===== src/rtl/cpu_pkg.sv =====
// Shared CPU constants and pipeline-register types.
// Used by the fetch stage and its interface.
package cpu_pkg;

    localparam int          ROM_AW    = 10;
    localparam logic [31:0] RESET_PC  = 32'h0000_0000;
    localparam logic [31:0] NOP_INSTR = 32'h0000_0013;

    localparam logic [6:0] I_IMM = 7'b0010011;
    localparam logic [6:0] LOAD  = 7'b0000011;
    localparam logic [6:0] JAL   = 7'b1101111;
    localparam logic [6:0] S     = 7'b0100011;
    localparam logic [6:0] R     = 7'b0110011;
    localparam logic [6:0] B     = 7'b1100011;

    typedef struct packed {
        logic [31:0] instr1;
        logic [31:0] instr2;
        logic [31:0] pc1;
        logic [31:0] pc2;
        logic        valid1;
        logic        valid2;
    } if_id_t;

endpackage


===== src/rtl/fetch_stage_dual_if.sv =====
// Fetch-stage bus: decode control, ROM address/data and the IF/ID outputs.
// The master side is the fetch stage; the slave side is its environment.
interface fetch_stage_dual_if #(
    parameter int ROM_AW = cpu_pkg::ROM_AW
);
    import cpu_pkg::*;

    logic              stall;
    logic              redirect_valid;
    logic [31:0]       redirect_pc;
    logic [ROM_AW-1:0] rom_addr;
    logic [31:0]       rom_instr1;
    logic [31:0]       rom_instr2;
    logic [31:0]       if_instr1;
    logic [31:0]       if_instr2;
    logic [31:0]       if_pc1;
    logic [31:0]       if_pc2;
    logic              if_valid1;
    logic              if_valid2;

    modport master (
        input  stall, redirect_valid, redirect_pc, rom_instr1, rom_instr2,
        output rom_addr, if_instr1, if_instr2, if_pc1, if_pc2, if_valid1, if_valid2
    );

    modport slave (
        output stall, redirect_valid, redirect_pc, rom_instr1, rom_instr2,
        input  rom_addr, if_instr1, if_instr2, if_pc1, if_pc2, if_valid1, if_valid2
    );

endinterface


===== src/rtl/fetch_pc_gen.sv =====
// Combinational issue-PC selection, next-PC step and ROM address mux.
// Priority: redirect > stall (replay of the pending pair) > sequential fetch.
module fetch_pc_gen #(
    parameter int ROM_AW = cpu_pkg::ROM_AW
) (
    input  logic              redirect_valid_i,
    input  logic [31:0]       redirect_pc_i,
    input  logic              stall_i,
    input  logic [31:0]       fetch_pc_i,
    input  logic [31:0]       resp_pc_i,
    output logic [31:0]       issue_pc_o,
    output logic [31:0]       next_pc_o,
    output logic              resp_last_o,
    output logic [ROM_AW-1:0] rom_addr_o
);
    import cpu_pkg::*;

    logic [31:0] redirect_aligned;
    logic        issue_last;

    assign redirect_aligned = redirect_pc_i & ~32'h0000_0003;

    always_comb begin
        issue_pc_o = fetch_pc_i;
        if (redirect_valid_i) begin
            issue_pc_o = redirect_aligned;
        end else if (stall_i) begin
            issue_pc_o = resp_pc_i;
        end
    end

    assign rom_addr_o = issue_pc_o[ROM_AW+1:2];

    // The top word has no partner in the ROM, so it is fetched alone and fetch wraps to word 0.
    assign issue_last  = &issue_pc_o[ROM_AW+1:2];
    assign resp_last_o = &resp_pc_i[ROM_AW+1:2];
    assign next_pc_o   = issue_pc_o + (issue_last ? 32'd4 : 32'd8);

endmodule


===== src/rtl/fetch_stage_dual.sv =====
// Dual-issue fetch stage: owns the PC, drives the two-wide ROM and fills IF/ID.
// Stalls replay the pending ROM address; redirects flush IF/ID and restart fetch.
module fetch_stage_dual #(
    parameter logic [31:0] RESET_PC  = cpu_pkg::RESET_PC,
    parameter int          ROM_AW    = cpu_pkg::ROM_AW,
    parameter logic [31:0] NOP_INSTR = cpu_pkg::NOP_INSTR
) (
    input  logic                 clk,
    input  logic                 rst,
    fetch_stage_dual_if.master   bus
);
    import cpu_pkg::*;

    logic [31:0] fetch_pc_q, fetch_pc_d;
    logic        resp_valid_q, resp_valid_d;
    logic [31:0] resp_pc_q, resp_pc_d;
    if_id_t      if_id_q, if_id_d;

    logic [31:0] issue_pc;
    logic [31:0] next_pc;
    logic        resp_last;

    fetch_pc_gen #(
        .ROM_AW (ROM_AW)
    ) u_pc_gen (
        .redirect_valid_i (bus.redirect_valid),
        .redirect_pc_i    (bus.redirect_pc),
        .stall_i          (bus.stall),
        .fetch_pc_i       (fetch_pc_q),
        .resp_pc_i        (resp_pc_q),
        .issue_pc_o       (issue_pc),
        .next_pc_o        (next_pc),
        .resp_last_o      (resp_last),
        .rom_addr_o       (bus.rom_addr)
    );

    always_comb begin
        fetch_pc_d   = fetch_pc_q;
        resp_valid_d = resp_valid_q;
        resp_pc_d    = resp_pc_q;
        if_id_d      = if_id_q;

        if (bus.redirect_valid) begin
            fetch_pc_d     = next_pc;
            resp_valid_d   = 1'b1;
            resp_pc_d      = issue_pc;
            if_id_d.valid1 = 1'b0;
            if_id_d.valid2 = 1'b0;
            if_id_d.instr1 = NOP_INSTR;
            if_id_d.instr2 = NOP_INSTR;
        end else if (!bus.stall) begin
            fetch_pc_d     = next_pc;
            resp_valid_d   = 1'b1;
            resp_pc_d      = issue_pc;
            // The ROM data on the bus belongs to resp_pc_q, the address issued last cycle.
            if_id_d.pc1    = resp_pc_q;
            if_id_d.pc2    = resp_pc_q + 32'd4;
            if_id_d.valid1 = resp_valid_q;
            if_id_d.valid2 = resp_valid_q && !resp_last;
            if_id_d.instr1 = resp_valid_q ? bus.rom_instr1 : NOP_INSTR;
            if_id_d.instr2 = (resp_valid_q && !resp_last) ? bus.rom_instr2 : NOP_INSTR;
        end
    end

    always_ff @(posedge clk or posedge rst) begin
        if (rst) begin
            fetch_pc_q     <= RESET_PC;
            resp_valid_q   <= 1'b0;
            resp_pc_q      <= RESET_PC;
            if_id_q.instr1 <= NOP_INSTR;
            if_id_q.instr2 <= NOP_INSTR;
            if_id_q.pc1    <= 32'h0000_0000;
            if_id_q.pc2    <= 32'h0000_0000;
            if_id_q.valid1 <= 1'b0;
            if_id_q.valid2 <= 1'b0;
        end else begin
            fetch_pc_q   <= fetch_pc_d;
            resp_valid_q <= resp_valid_d;
            resp_pc_q    <= resp_pc_d;
            if_id_q      <= if_id_d;
        end
    end

    assign bus.if_instr1 = if_id_q.instr1;
    assign bus.if_instr2 = if_id_q.instr2;
    assign bus.if_pc1    = if_id_q.pc1;
    assign bus.if_pc2    = if_id_q.pc2;
    assign bus.if_valid1 = if_id_q.valid1;
    assign bus.if_valid2 = if_id_q.valid2;

endmodule


===== src/flat_wrapper.sv =====
// flat-port wrapper written by rule: the top's interface ports become plain ports
module fetch_stage_dual_flat import cpu_pkg::*;
#(
    parameter logic [31:0] RESET_PC  = cpu_pkg::RESET_PC,
    parameter int          ROM_AW    = cpu_pkg::ROM_AW,
    parameter logic [31:0] NOP_INSTR = cpu_pkg::NOP_INSTR
)
  (clk, rst, bus_stall, bus_redirect_valid, bus_redirect_pc, bus_rom_instr1, bus_rom_instr2, bus_rom_addr, bus_if_instr1, bus_if_instr2, bus_if_pc1, bus_if_pc2, bus_if_valid1, bus_if_valid2);
  fetch_stage_dual_if #(.ROM_AW(ROM_AW)) bus_i ();
  input  logic clk;
  input  logic rst;
  input wire logic [$bits(bus_i.stall)-1:0] bus_stall;
  input wire logic [$bits(bus_i.redirect_valid)-1:0] bus_redirect_valid;
  input wire logic [$bits(bus_i.redirect_pc)-1:0] bus_redirect_pc;
  input wire logic [$bits(bus_i.rom_instr1)-1:0] bus_rom_instr1;
  input wire logic [$bits(bus_i.rom_instr2)-1:0] bus_rom_instr2;
  output wire logic [$bits(bus_i.rom_addr)-1:0] bus_rom_addr;
  output wire logic [$bits(bus_i.if_instr1)-1:0] bus_if_instr1;
  output wire logic [$bits(bus_i.if_instr2)-1:0] bus_if_instr2;
  output wire logic [$bits(bus_i.if_pc1)-1:0] bus_if_pc1;
  output wire logic [$bits(bus_i.if_pc2)-1:0] bus_if_pc2;
  output wire logic [$bits(bus_i.if_valid1)-1:0] bus_if_valid1;
  output wire logic [$bits(bus_i.if_valid2)-1:0] bus_if_valid2;
  assign bus_i.stall = bus_stall;
  assign bus_i.redirect_valid = bus_redirect_valid;
  assign bus_i.redirect_pc = bus_redirect_pc;
  assign bus_i.rom_instr1 = bus_rom_instr1;
  assign bus_i.rom_instr2 = bus_rom_instr2;
  assign bus_rom_addr = bus_i.rom_addr;
  assign bus_if_instr1 = bus_i.if_instr1;
  assign bus_if_instr2 = bus_i.if_instr2;
  assign bus_if_pc1 = bus_i.if_pc1;
  assign bus_if_pc2 = bus_i.if_pc2;
  assign bus_if_valid1 = bus_i.if_valid1;
  assign bus_if_valid2 = bus_i.if_valid2;
  fetch_stage_dual #(.RESET_PC(RESET_PC), .ROM_AW(ROM_AW), .NOP_INSTR(NOP_INSTR)) u_core (.clk(clk), .rst(rst), .bus(bus_i));
endmodule

===== config.mk =====
export PLATFORM = sky130hd
export DESIGN_NAME = fetch_stage_dual_flat
export DESIGN_NICKNAME = d
export VERILOG_FILES = /design/src/rtl/cpu_pkg.sv /design/src/rtl/fetch_stage_dual_if.sv /design/src/rtl/fetch_pc_gen.sv /design/src/rtl/fetch_stage_dual.sv /design/src/flat_wrapper.sv
export SDC_FILE = /design/constraint.sdc
export NUM_CORES = 1
export LEC_CHECK = 0
export CELL_PAD_IN_SITES_DETAIL_PLACEMENT = 0
export CELL_PAD_IN_SITES_GLOBAL_PLACEMENT = 1
export CORE_UTILIZATION = 34
export CTS_CLUSTER_SIZE = 16
export DETAILED_ROUTE_END_ITERATION = 16
export GPL_TIMING_DRIVEN = 0
export PLACE_DENSITY_LB_ADDON = 0.1
export SKIP_CTS_REPAIR_TIMING = 1
export SYNTH_ARGS = -nofsm -noshare
export SYNTH_HDL_FRONTEND = slang
export SYNTH_SLANG_ARGS = --single-unit

===== constraint.sdc =====
create_clock -name clk -period 5.2 [get_ports clk]
set_input_delay 0.52 -clock clk [delete_from_list [all_inputs] [get_ports clk]]
set_output_delay 0.52 -clock clk [all_outputs]
set_load 0.02 [all_outputs]

; Yosys cells after proc, flatten, opt, wreduce, memory -nomap -nowiden
; Index checks and enable logic that the tools add are counted.
[op_classes]
n_addsub = 2
eq_ne = 1
mux = 14
bitwise_logic = 2
n_reduce_logical = 5
[ops]
columns = op, n
row1 = $mux 32, 8
row2 = $mux 130, 1
row3 = $mux 64, 1
row4 = $add 32x3->32 const B, 1
row5 = $add 32x4->32, 1
row6 = $reduce_and 10->1, 2
row7 = $mux 4, 1
row8 = $mux 1, 2
row9 = $mux 2, 1
row10 = $ne 2x1->1 const B, 1
row11 = $not 1->1, 2
row12 = $reduce_and 2->1, 1
row13 = $logic_and 1x1->1, 1
row14 = $logic_not 1->1, 1
[word_totals]
reg_bits = 195
out_inout_bits = 140
word_cells = 33

; Logic depth before layout (Yosys ltp)
; Gate-level depths: netlist (run 1).
[depth]
depth_word = 7
ltp_mapped = 18
mapped_depth_nobuf = 14

; Cells and area by module
; Synthesis (run 1) repeated with hierarchy kept, for this count alone.
[hier_totals]
cells_unflattened = 969
hier_area_um2 = 9280.2
[modules_own_cells]
columns = mod, n_inst, cells_each, area_per_inst_um2
row1 = fetch_stage_dual, 1, 758, 7652.3
row2 = fetch_pc_gen, 1, 211, 1627.8

; Least setup slack after synthesis (run 1)
; Ideal clock, no wire load.
[synth_timing]
kind = input-to-reg
startpoint = in bus_redirect_valid
endpoint = reg u_core.fetch_pc_q[16]
setup_time_ns = 0.139
arrival_ns = 3.517
setup_slack_ns = 1.544
cell_stages = 16
path_buffers = 5
cell_sequence = buf_2 > buf_2 > buf_1 > buf_1 > o21a_1 > or3_1 > inv_1 > ha_1 > inv_1 > fa_1 > nor2b_1 > nand3_2 > buf_2 > nor3_1 > xnor2_1 > mux2i_1
[synth_via]
elab_chain_len = 6
[synth_rtl]
columns = item, line_no
row1 = "start, declared", flat_wrapper.sv:13  ; input wire logic [$bits(bus_i.redirect_valid)-1:0] bus_redirect_valid;
row2 = $mux 32, fetch_pc_gen.sv:25  ; if (redirect_valid_i) begin
row3 = $reduce_and 10->1, fetch_pc_gen.sv:35  ; assign issue_last = &issue_pc_o[ROM_AW+1:2];
row4 = $mux 4, fetch_pc_gen.sv:37  ; assign next_pc_o = issue_pc_o + (issue_last ? 32'd4 : 32'd8);
row5 = $add 32x4->32, fetch_pc_gen.sv:37
row6 = $mux 32, fetch_stage_dual.sv:51  ; end else if (!bus.stall) begin
row7 = $mux 32, fetch_stage_dual.sv:43  ; if (bus.redirect_valid) begin
row8 = "end signal, assigned", fetch_stage_dual.sv:77  ; fetch_pc_q <= fetch_pc_d;
row9 = "end, declared", fetch_stage_dual.sv:14  ; logic [31:0] fetch_pc_q, fetch_pc_d;
; Several ways; a longest one is shown, not always the timed one. The select of a mux whose other input is x is not followed.
; A chain may end at the register's enable or synchronous reset.

; Worst setup path after layout (run 1)
[layout_timing]
startpoint = reg u_core.resp_pc_q[5]
endpoint = reg u_core.fetch_pc_q[22]
[layout_via]
elab_chain_len = 7
[layout_rtl]
columns = item, line_no
row1 = "start, declared", fetch_stage_dual.sv:16  ; logic [31:0] resp_pc_q, resp_pc_d;
row2 = "start signal, assigned", fetch_stage_dual.sv:79  ; resp_pc_q <= resp_pc_d;
row3 = $mux 32 (*), fetch_pc_gen.sv:27  ; end else if (stall_i) begin
row4 = $mux 32 (*), fetch_pc_gen.sv:25
row5 = net u_core.issue_pc[5], fetch_stage_dual.sv:19  ; logic [31:0] issue_pc;
row6 = $reduce_and 10->1, fetch_pc_gen.sv:35
row7 = $mux 4, fetch_pc_gen.sv:37
row8 = $add 32x4->32 (*), fetch_pc_gen.sv:37
row9 = $mux 32, fetch_stage_dual.sv:51
row10 = $mux 32 (*), fetch_stage_dual.sv:43
; Mark *: on every way through the listed nets, which the timed path passes. The rest lies on a longest branch. The select of a mux whose other input is x is not followed.

==> metrics.txt, run 1 <==
IO Count=240; fin crit period=4.07 ns; Setup TNS Final=0 ns; commonest cells after routing, fill and taps aside=231 x clkdlybuf4s50_1, 181 x dfrtp_1, 69 x nand2_1; die height=161 um; most common cell after layout, fill and taps aside=clkdlybuf4s50_1; H-Tree Depth=4; die area=26000 um^2; number of synthesized flops with an enable pin=0; post-synthesis async set-or-reset flop share=100%; Slew Viols, Final=0; synth unique cells=49; Mean Syn Cell Area=11.3 um^2; Setup WS pre-CTS=0.683 ns; synth warn=0; Max clock buf depth=2; Setup Skew=0.00992 ns; top cells by area, synth=dfrtp_1 53%, a22o_1 5.9%, xnor2_1 5.2%; Detail Route Antenna Nets=0; Layout Utilization=49.2%; Worst Hold Class=input port to flop; Root Driver=clkbuf_16; CP Buf/Inv Count=3; status=finished clean; DRC errors left=0; final hold vios=0; net load switching power=1.21 mW; largest net degree at the start of global routing=40; Layout fillers=2321; Largest stage delay, worst path=0.49 ns; effective utilization at floorplan=35.1%; relative slew slack=33.6%; DP HPWL=18.4 mm; worst-margin pin slew=0.986 ns; Most common cell on crit path=inv_1; RSZ-0062 raised after global routing=false; mapped cell area=8630 um^2; Vias/cell=4.84; cell family with most CP delay=simple AND/OR/NAND/NOR gates; Critical Path Fanout Max=10; Final Cycle Share=78.3%; FF+latch count, synth=187; post-synthesis sequential area ratio=54.3%; Placer Congestion=0.732; critical path type=flop to flop; 1st-iter DRT viols=251; Final setup viols=0; Total Wirelength=24.9 mm; CP cell instances=mux2i_1 -> o21ai_0 -> and4_2 -> nand2_1 -> or3_1 -> inv_1 -> ha_1 -> inv_1 -> fa_1 -> nor2b_1 -> nand3_2 -> buf_2 -> nor3_1 -> xnor2_1 -> a21oi_1; final hold slack=0.402 ns; Sw Ratio=29.4%; combinational share of power=22.2%; Worst setup SP type=flop; WL per Instance=18.3 um; Final Net Count=1128; via count=6584; vias in the first global route=6656; first-pass GRT wire length=39.3 mm; CTS Buf Count=17; share of layout cells above drive strength 1=12.0%; area of the core=24600 um^2; ANT cells=0; biggest area consumer among synthesized cells=dfrtp_1; Mapped Cells=766; Peak VDD IR=0.206 mV; I/O Buffers=231; CTS tree=yes; WP data arrival=4.37 ns; Reg clk slew, reported paths=0.07 ns; Leak Pwr=5.00 nW; Clock Latency Late Sink=0.44 ns; CTS Sinks=187; Internal=2.92 mW; Max Cap Violations=0; fmax=246 MHz; endpoint type of the worst setup path=flop; Rows=57; total grt overflow=0; critical path's slowest cell=dfrtp_1; initial antenna violation count=1; commonest register cell after synthesis=dfrtp_1; area occupied by multi-input gates=3550 um^2; Clock power frac=35.1%; required time worst endpoint=5.50 ns; TritonRoute pass-1 iters=5; PD cells=342 nW/um^2; Die Width=161 um; final non-filler cell area=12100 um^2; Yosys top cell area share=52.5%; final worst slack=1.13 ns; Global Route Usage Sum=19.7%; area grow syn2layout=40.4%; Post-Place Cell Area=11500 um^2; Register Area=4690 um^2; Reg power frac=42.7%
## cell type report
type | instances | area share [%]
Buffer | 59 | 2.73
Clock buffer | 18 | 3.63
Clock inverter | 14 | 1.73
Inverter | 18 | 0.589
Multi-Input combinational cell | 505 | 29.3
Sequential cell | 187 | 38.7
Tap cell | 324 | 3.35
Timing Repair Buffer | 236 | 19.9
## metrics by stage
stage	power, mW	instances
floorplan	2.25	769
global placement	2.71	1324
detailed placement	2.72	1329
CTS	4.19	1361
global route	4.32	1361
finish	4.14	1361
## sequential cells by signal (all words and copies together) (netlist names)
register	flops
u_core.fetch_pc_q	30
u_core.bus.if_pc1	30
u_core.resp_pc_q	30
u_core.bus.if_instr1	32
u_core.bus.if_valid1	1
u_core.resp_valid_q	1
u_core.bus.if_instr2	32
u_core.bus.if_valid2	1
u_core.bus.if_pc2	30
## cell usage after synthesis, types with 3 or more instances
cell / count
a21oi_1: 31
a22o_1: 58
and3_1: 4
and4_1: 5
buf_1: 9
buf_2: 5
buf_4: 16
clkbuf_1: 25
dfrtp_1: 181
dfstp_2: 6
ha_1: 3
inv_1: 18
mux2_2: 36
mux2i_1: 39
nand2_1: 69
nand2b_1: 3
nand3_1: 11
nand4_1: 10
nor2_1: 53
nor2b_1: 4
nor3_1: 17
nor4_2: 5
nor4b_2: 3
o21a_1: 6
o21ai_0: 30
o21ai_1: 17
o22a_1: 6
xnor2_1: 51
xor2_1: 20
## tightest hold or removal path, stage by stage
cell and delay, ns:
buf_4 0.15, nand2_1 0.07, o21ai_0 0.06
## cells by family (layout without fill, tap and decap cells)
kind of cell / count (synthesis) / after routing / synth area share, %
AOI/OAI and AO/OA: 152 / 152 / 11.9
xor gates and xnor gates: 71 / 71 / 7.21
muxes: 75 / 75 / 9.23
DFF: 187 / 187 / 54.3
adders and majority gates: 4 / 4 / 0.667
buffers and inverters: 77 / 345 / 4.61
other: 1 / 4 / 0.0435
and+or+nand+nor: 199 / 199 / 12.0
## metal layers
layer | track usage, % | vias to the layer above | share of wire (%)
li1 | - | 3181 | -
met1 | 28.8 | 3227 | 49
met2 | 30.1 | 162 | 46
met3 | 3.62 | 14 | 4.2
met4 | 4.76 | 0 | 0.93
met5 | 0 | - | 0
## path summary, 6_finish.rpt
| check | startpoint | end | slack (ns) | cells past startpoint |
|---|---|---|---|---|
| max | u_core.resp_pc_q[5] | u_core.fetch_pc_q[22] | 1.13 | 15 |
| max in group asynchronous | rst | u_core.bus.if_instr1[4] | 3.75 | 4 |
| min | bus_redirect_valid | u_core.resp_pc_q[5] | 0.40 | 3 |
| max reg2reg | u_core.resp_pc_q[5] | u_core.fetch_pc_q[22] | 1.13 | 15 |
| min in group asynchronous | rst | u_core.bus.if_instr2[13] | 0.50 | 2 |
| min reg2reg | u_core.fetch_pc_q[2] | u_core.fetch_pc_q[2] | 0.48 | 2 |
## power by group through the flow
stage / combinational (mW) / clock (mW) / sequential [mW]
after floorplan: 0.356 / 0 / 1.90
after global placement: 0.912 / 0 / 1.80
after detailed placement: 0.927 / 0 / 1.80
after CTS: 0.931 / 1.49 / 1.77
after global routing: 0.991 / 1.54 / 1.79
final: 0.918 / 1.45 / 1.77
(Power assumes the default switching activity.)
==> inputs of run 2 (changes only) <==
clock period = 3.34 ns   (was 5.2 ns; I/O delays follow)
==> metrics.txt, run 2 (synthesized netlist as in run 1, its figures left out) <==
Total Wirelength=25.0 mm (+0.40%); Clock Latency Late Sink=0.43 ns (about the same); Slew Viols, Final=0 (unchanged); relative slew slack=29.8% (-3.8 points); Max Cap Violations=0 (unchanged); Detail Route Antenna Nets=0 (unchanged); CTS tree=yes; worst-margin pin slew=1.04 ns (+0.0568 ns); Global Route Usage Sum=19.8% (+0.086 points); largest net degree at the start of global routing=38 (-5.0%); Peak VDD IR=0.257 mV (+25%); initial antenna violation count=1 (unchanged); H-Tree Depth=4 (unchanged); status=finished clean; Root Driver=clkbuf_16; fmax=315 MHz (+29%); die area=26000 um^2 (unchanged); Setup Skew=0.0107 ns (+0.000815 ns); total grt overflow=0 (unchanged); IO Count=240 (unchanged); WP data arrival=3.46 ns (-0.91 ns); area grow syn2layout=42.8%; Placer Congestion=0.732 (about the same); most common cell after layout, fill and taps aside=clkdlybuf4s50_1; critical path type=flop to flop; TritonRoute pass-1 iters=5 (unchanged); effective utilization at floorplan=35.1% (unchanged); I/O Buffers=231 (unchanged); DRC errors left=0 (unchanged); first-pass GRT wire length=39.5 mm (+0.46%); Worst setup SP type=flop; ANT cells=0 (unchanged); DP HPWL=18.6 mm (+1.4%); Leak Pwr=5.10 nW (+1.8%); Reg clk slew, reported paths=0.08 ns (about the same); CTS Buf Count=17 (unchanged); placed cell count=1330 (+0.075%); required time worst endpoint=3.63 ns (-1.87 ns); Max clock buf depth=2 (unchanged); CTS Sinks=187 (unchanged); Finished Layout Cells=1378 (+1.2%); Die Width=161 um (unchanged); Final setup viols=0 (unchanged); fin crit period=3.17 ns (-0.903 ns); Worst Hold Class=input port to asynchronous set/reset pin; die height=161 um (unchanged); WL per Instance=18.1 um (-0.84%); endpoint type of the worst setup path=flop; 1st-iter DRT viols=362 (+44%); Critical Path Fanout Max=10 (unchanged); Final Cycle Share=94.9% (+17 points); via count=6723 (+2.1%); share of layout cells above drive strength 1=15.7% (+3.8 points); PD cells=510 nW/um^2 (+49%); Final Net Count=1145 (+1.5%); Vias/cell=4.88 (+0.85%); final hold vios=0 (unchanged); vias in the first global route=6619 (-0.56%); Post-Place Cell Area=11500 um^2 (+0.44%); area of the core=24600 um^2 (unchanged); final non-filler cell area=12300 um^2 (+1.7%); commonest cells after routing, fill and taps aside=231 x clkdlybuf4s50_1, 176 x dfrtp_1, 69 x nand2_1; Rows=57 (unchanged); Power, Total=6.28 mW (+52%)
run 2: changes by cell type in the layout (fill, tap and decap cells not counted), sizes merged:
| cell | before | now |
|---|---|---|
| inv | 22 | 24 |
| bufinv | 4 | 1 |
| clkinvlp | 3 | 4 |
| buf | 39 | 55 |
| clkbuf | 43 | 44 |
run 2: routing by layer:
metal  vias up  wire (um)  global-route usage (%)
met5         -          0                       0
met4         0        278                    5.15
met3        18        975                    3.16
met2       159      11300                    29.4
met1      3314      12400                    29.8
li1       3232          -                       -
run 2: area by class of cell:
class                           count  area [um^2]
Clock buffer                       18          439
Timing Repair Buffer              254         2590
Fill cell                        2320        12300
Multi-Input combinational cell    505         3630
Tap cell                          324          405
Buffer                             58          340
Sequential cell                   187         4690
Inverter                           18         71.3
Clock inverter                     14          150
run 2: final timing paths:
kind                                      start                       end  slack [ns]  cells after the start
max                         u_core.resp_pc_q[7]     u_core.fetch_pc_q[20]        0.17                     15
min                                         rst  u_core.bus.if_instr2[20]        0.19                      2
max reg2reg                 u_core.resp_pc_q[7]     u_core.fetch_pc_q[20]        0.17                     15
min reg2reg                u_core.fetch_pc_q[2]      u_core.fetch_pc_q[2]        0.47                      2
max in group asynchronous                   rst   u_core.bus.if_instr1[4]        2.15                      5
min in group clk             bus_redirect_valid       u_core.resp_pc_q[5]        0.27                      3
run 2: stage by stage:
stage,hold WS [ns],setup TNS [ns],setup WS (ns),utilization (%)
2_1_floorplan,0.438,-0.0523,-0.0215,-
3_3_place_gp,0.456,-228.23,-1.19,46.2
3_5_place_dp,0.459,-13.17,-0.729,46.8
4_1_cts,0.174,-11.91,-0.689,49.2
5_1_grt,0.198,-0.0521,-0.0201,50.0
6_report,0.187,0,0.170,50.0
run 2: report_power, final:
part	internal, mW	switching [mW]	total (mW)	leakage [nW]
clock network	1.08	0.968	2.05	0.280
registers	2.53	0.217	2.75	2.29
logic	0.758	0.728	1.49	2.53
run 2: critical path: stages (launching register included):
cell and delay (ns):
dfrtp_2 0.41, mux2i_1 0.11, o21ai_2 0.19, and4_4 0.29, nand2_1 0.05, or3_1 0.41, inv_2 0.09, ha_1 0.16
inv_1 0.06, fa_2 0.39, nor2b_4 0.16, nand3_4 0.13, buf_6 0.18, o21a_1 0.16, o21ai_0 0.15, o21ai_1 0.08
==> inputs of run 3 (changes only) <==
CORE_UTILIZATION = 37   (was 34)
clock period = 3.1 ns   (was 3.34 ns; I/O delays follow)
==> metrics.txt, run 3 (synthesized netlist as in run 1, its figures left out) <==
Detail Route Antenna Nets=0 (unchanged); RSZ-0062 raised after global routing=true; H-Tree Depth=4 (unchanged); Die Width=155 um (-4.1%); CTS tree=yes; Layout Utilization=55.2% (+5.2 points); PD cells=544 nW/um^2 (+6.6%); share of layout cells above drive strength 1=18.4% (+2.6 points); I/O Buffers=231 (unchanged); die height=155 um (-4.1%); Final setup viols=0 (unchanged); CTS Sinks=187 (unchanged); 1st-iter DRT viols=312 (-14%); TritonRoute pass-1 iters=5 (unchanged); Vias/cell=4.91 (+0.69%); Final Cycle Share=99.6%; Final Net Count=1158 (+1.1%); Root Driver=clkbuf_16; area grow syn2layout=45.8%; final worst slack=0.0121 ns (-0.158 ns); Max clock buf depth=2 (unchanged); Clock Latency Late Sink=0.44 ns (about the same); critical path type=input port to flop; DRC errors left=0 (unchanged); fmax=324 MHz; Worst setup SP type=input port; fin crit period=3.09 ns; Setup WS pre-CTS=-0.877 ns (-0.148 ns); DP HPWL=19.0 mm (+2.1%); area of the core=22800 um^2 (-7.4%); required time worst endpoint=3.39 ns (-0.24 ns); Peak VDD IR=0.372 mV (+45%); worst-margin pin slew=0.926 ns (-0.117 ns); Leak Pwr=5.27 nW (+3.3%); ANT cells=0 (unchanged); Layout fillers=2036 (-12%); via count=6779 (+0.83%); IO Count=240 (unchanged); effective utilization at floorplan=37.9% (+2.8 points); largest net degree at the start of global routing=41 (+7.9%); total grt overflow=0 (unchanged); Global Route Usage Sum=21.7% (+1.9 points); WP data arrival=3.38 ns (-0.08 ns); Setup Skew=0.0144 ns (+0.00367 ns); Total Wirelength=25.8 mm (+3.2%); Reg clk slew, reported paths=0.08 ns (about the same); Rows=55 (-3.5%); most common cell after layout, fill and taps aside=clkdlybuf4s50_1; die area=23900 um^2 (-8.0%); Worst Hold Class=input port to asynchronous set/reset pin; status=finished clean; relative slew slack=38.3% (+8.5 points); Slew Viols, Final=0 (unchanged); Placer Congestion=0.767 (+4.9%); final hold vios=0 (unchanged); commonest cells after routing, fill and taps aside=231 x clkdlybuf4s50_1, 172 x dfrtp_1, 68 x nand2_1; endpoint type of the worst setup path=flop; CTS Buf Count=17 (unchanged); vias in the first global route=6590 (-0.44%); WL per Instance=18.7 um (+3.0%); Max Cap Violations=0 (unchanged); first-pass GRT wire length=39.6 mm (+0.24%); initial antenna violation count=0 (-1); Critical Path Fanout Max=10 (unchanged)
==> run 3: report_power, final <==
group          internal, mW  switching (mW)
clock                  1.17            1.06
combinational         0.834           0.843
sequential             2.73           0.211
total                  4.73            2.11
==> run 3: area by class of cell <==
class                   instances  area [um^2]  area share (%)
inverters                      18         73.8           0.587
clock inverters                14          150            1.19
multi-input cells             505         3760            29.9
plain buffers                  59          383            3.04
well taps                     313          392            3.11
flip-flops and latches        187         4700            37.4
repair buffers                266         2690            21.3
clock buffers                  18          439            3.49
==> run 3: path summary, 6_finish.rpt <==
check	start	cells after the start	slack (ns)	endpoint
min reg2reg	u_core.fetch_pc_q[28]	2	0.48	u_core.fetch_pc_q[28]
max reg2reg	u_core.fetch_pc_q[5]	15	0.02	u_core.fetch_pc_q[22]
max	bus_redirect_valid	16	0.01	u_core.fetch_pc_q[22]
min	rst	2	0.15	u_core.bus.if_pc2[4]
min in group clk	bus_redirect_valid	3	0.26	u_core.resp_pc_q[6]
max in group asynchronous	rst	6	1.70	u_core.bus.if_instr1[12]
==> run 3: metrics by stage <==
stage	power, mW	cells	area [um^2]	setup TNS [ns]	hold WS (ns)
CTS	6.83	1350	12100	-10.78	0.140
detailed placement	4.60	1318	11500	-15.41	0.472
global route	7.15	1380	12600	-0.666	0.139
global placement	4.57	1313	11400	-254.01	0.460
finish	6.84	1380	12600	0	0.148
floorplan	3.79	769	8740	-0.911	0.431
==> run 3: worst max-delay path: stages <==
cell	delay [ns]
buf_2	0.19
buf_6	0.19
clkbuf_4	0.21
buf_4	0.23
o21a_2	0.27
or3_4	0.39
inv_4	0.07
ha_4	0.12
inv_2	0.03
fa_2	0.39
nor2b_4	0.18
nand3_4	0.18
buf_8	0.19
nor3_4	0.16
xnor2_1	0.15
a21oi_1	0.08
==> run 3: layer usage <==
layer	up-vias	global-route usage, %	share of wire [%]
met2	189	34.4	47
li1	3242	-	-
met3	12	4.31	5.3
met5	-	0	0
met1	3336	31.1	48
met4	0	3.87	0.62
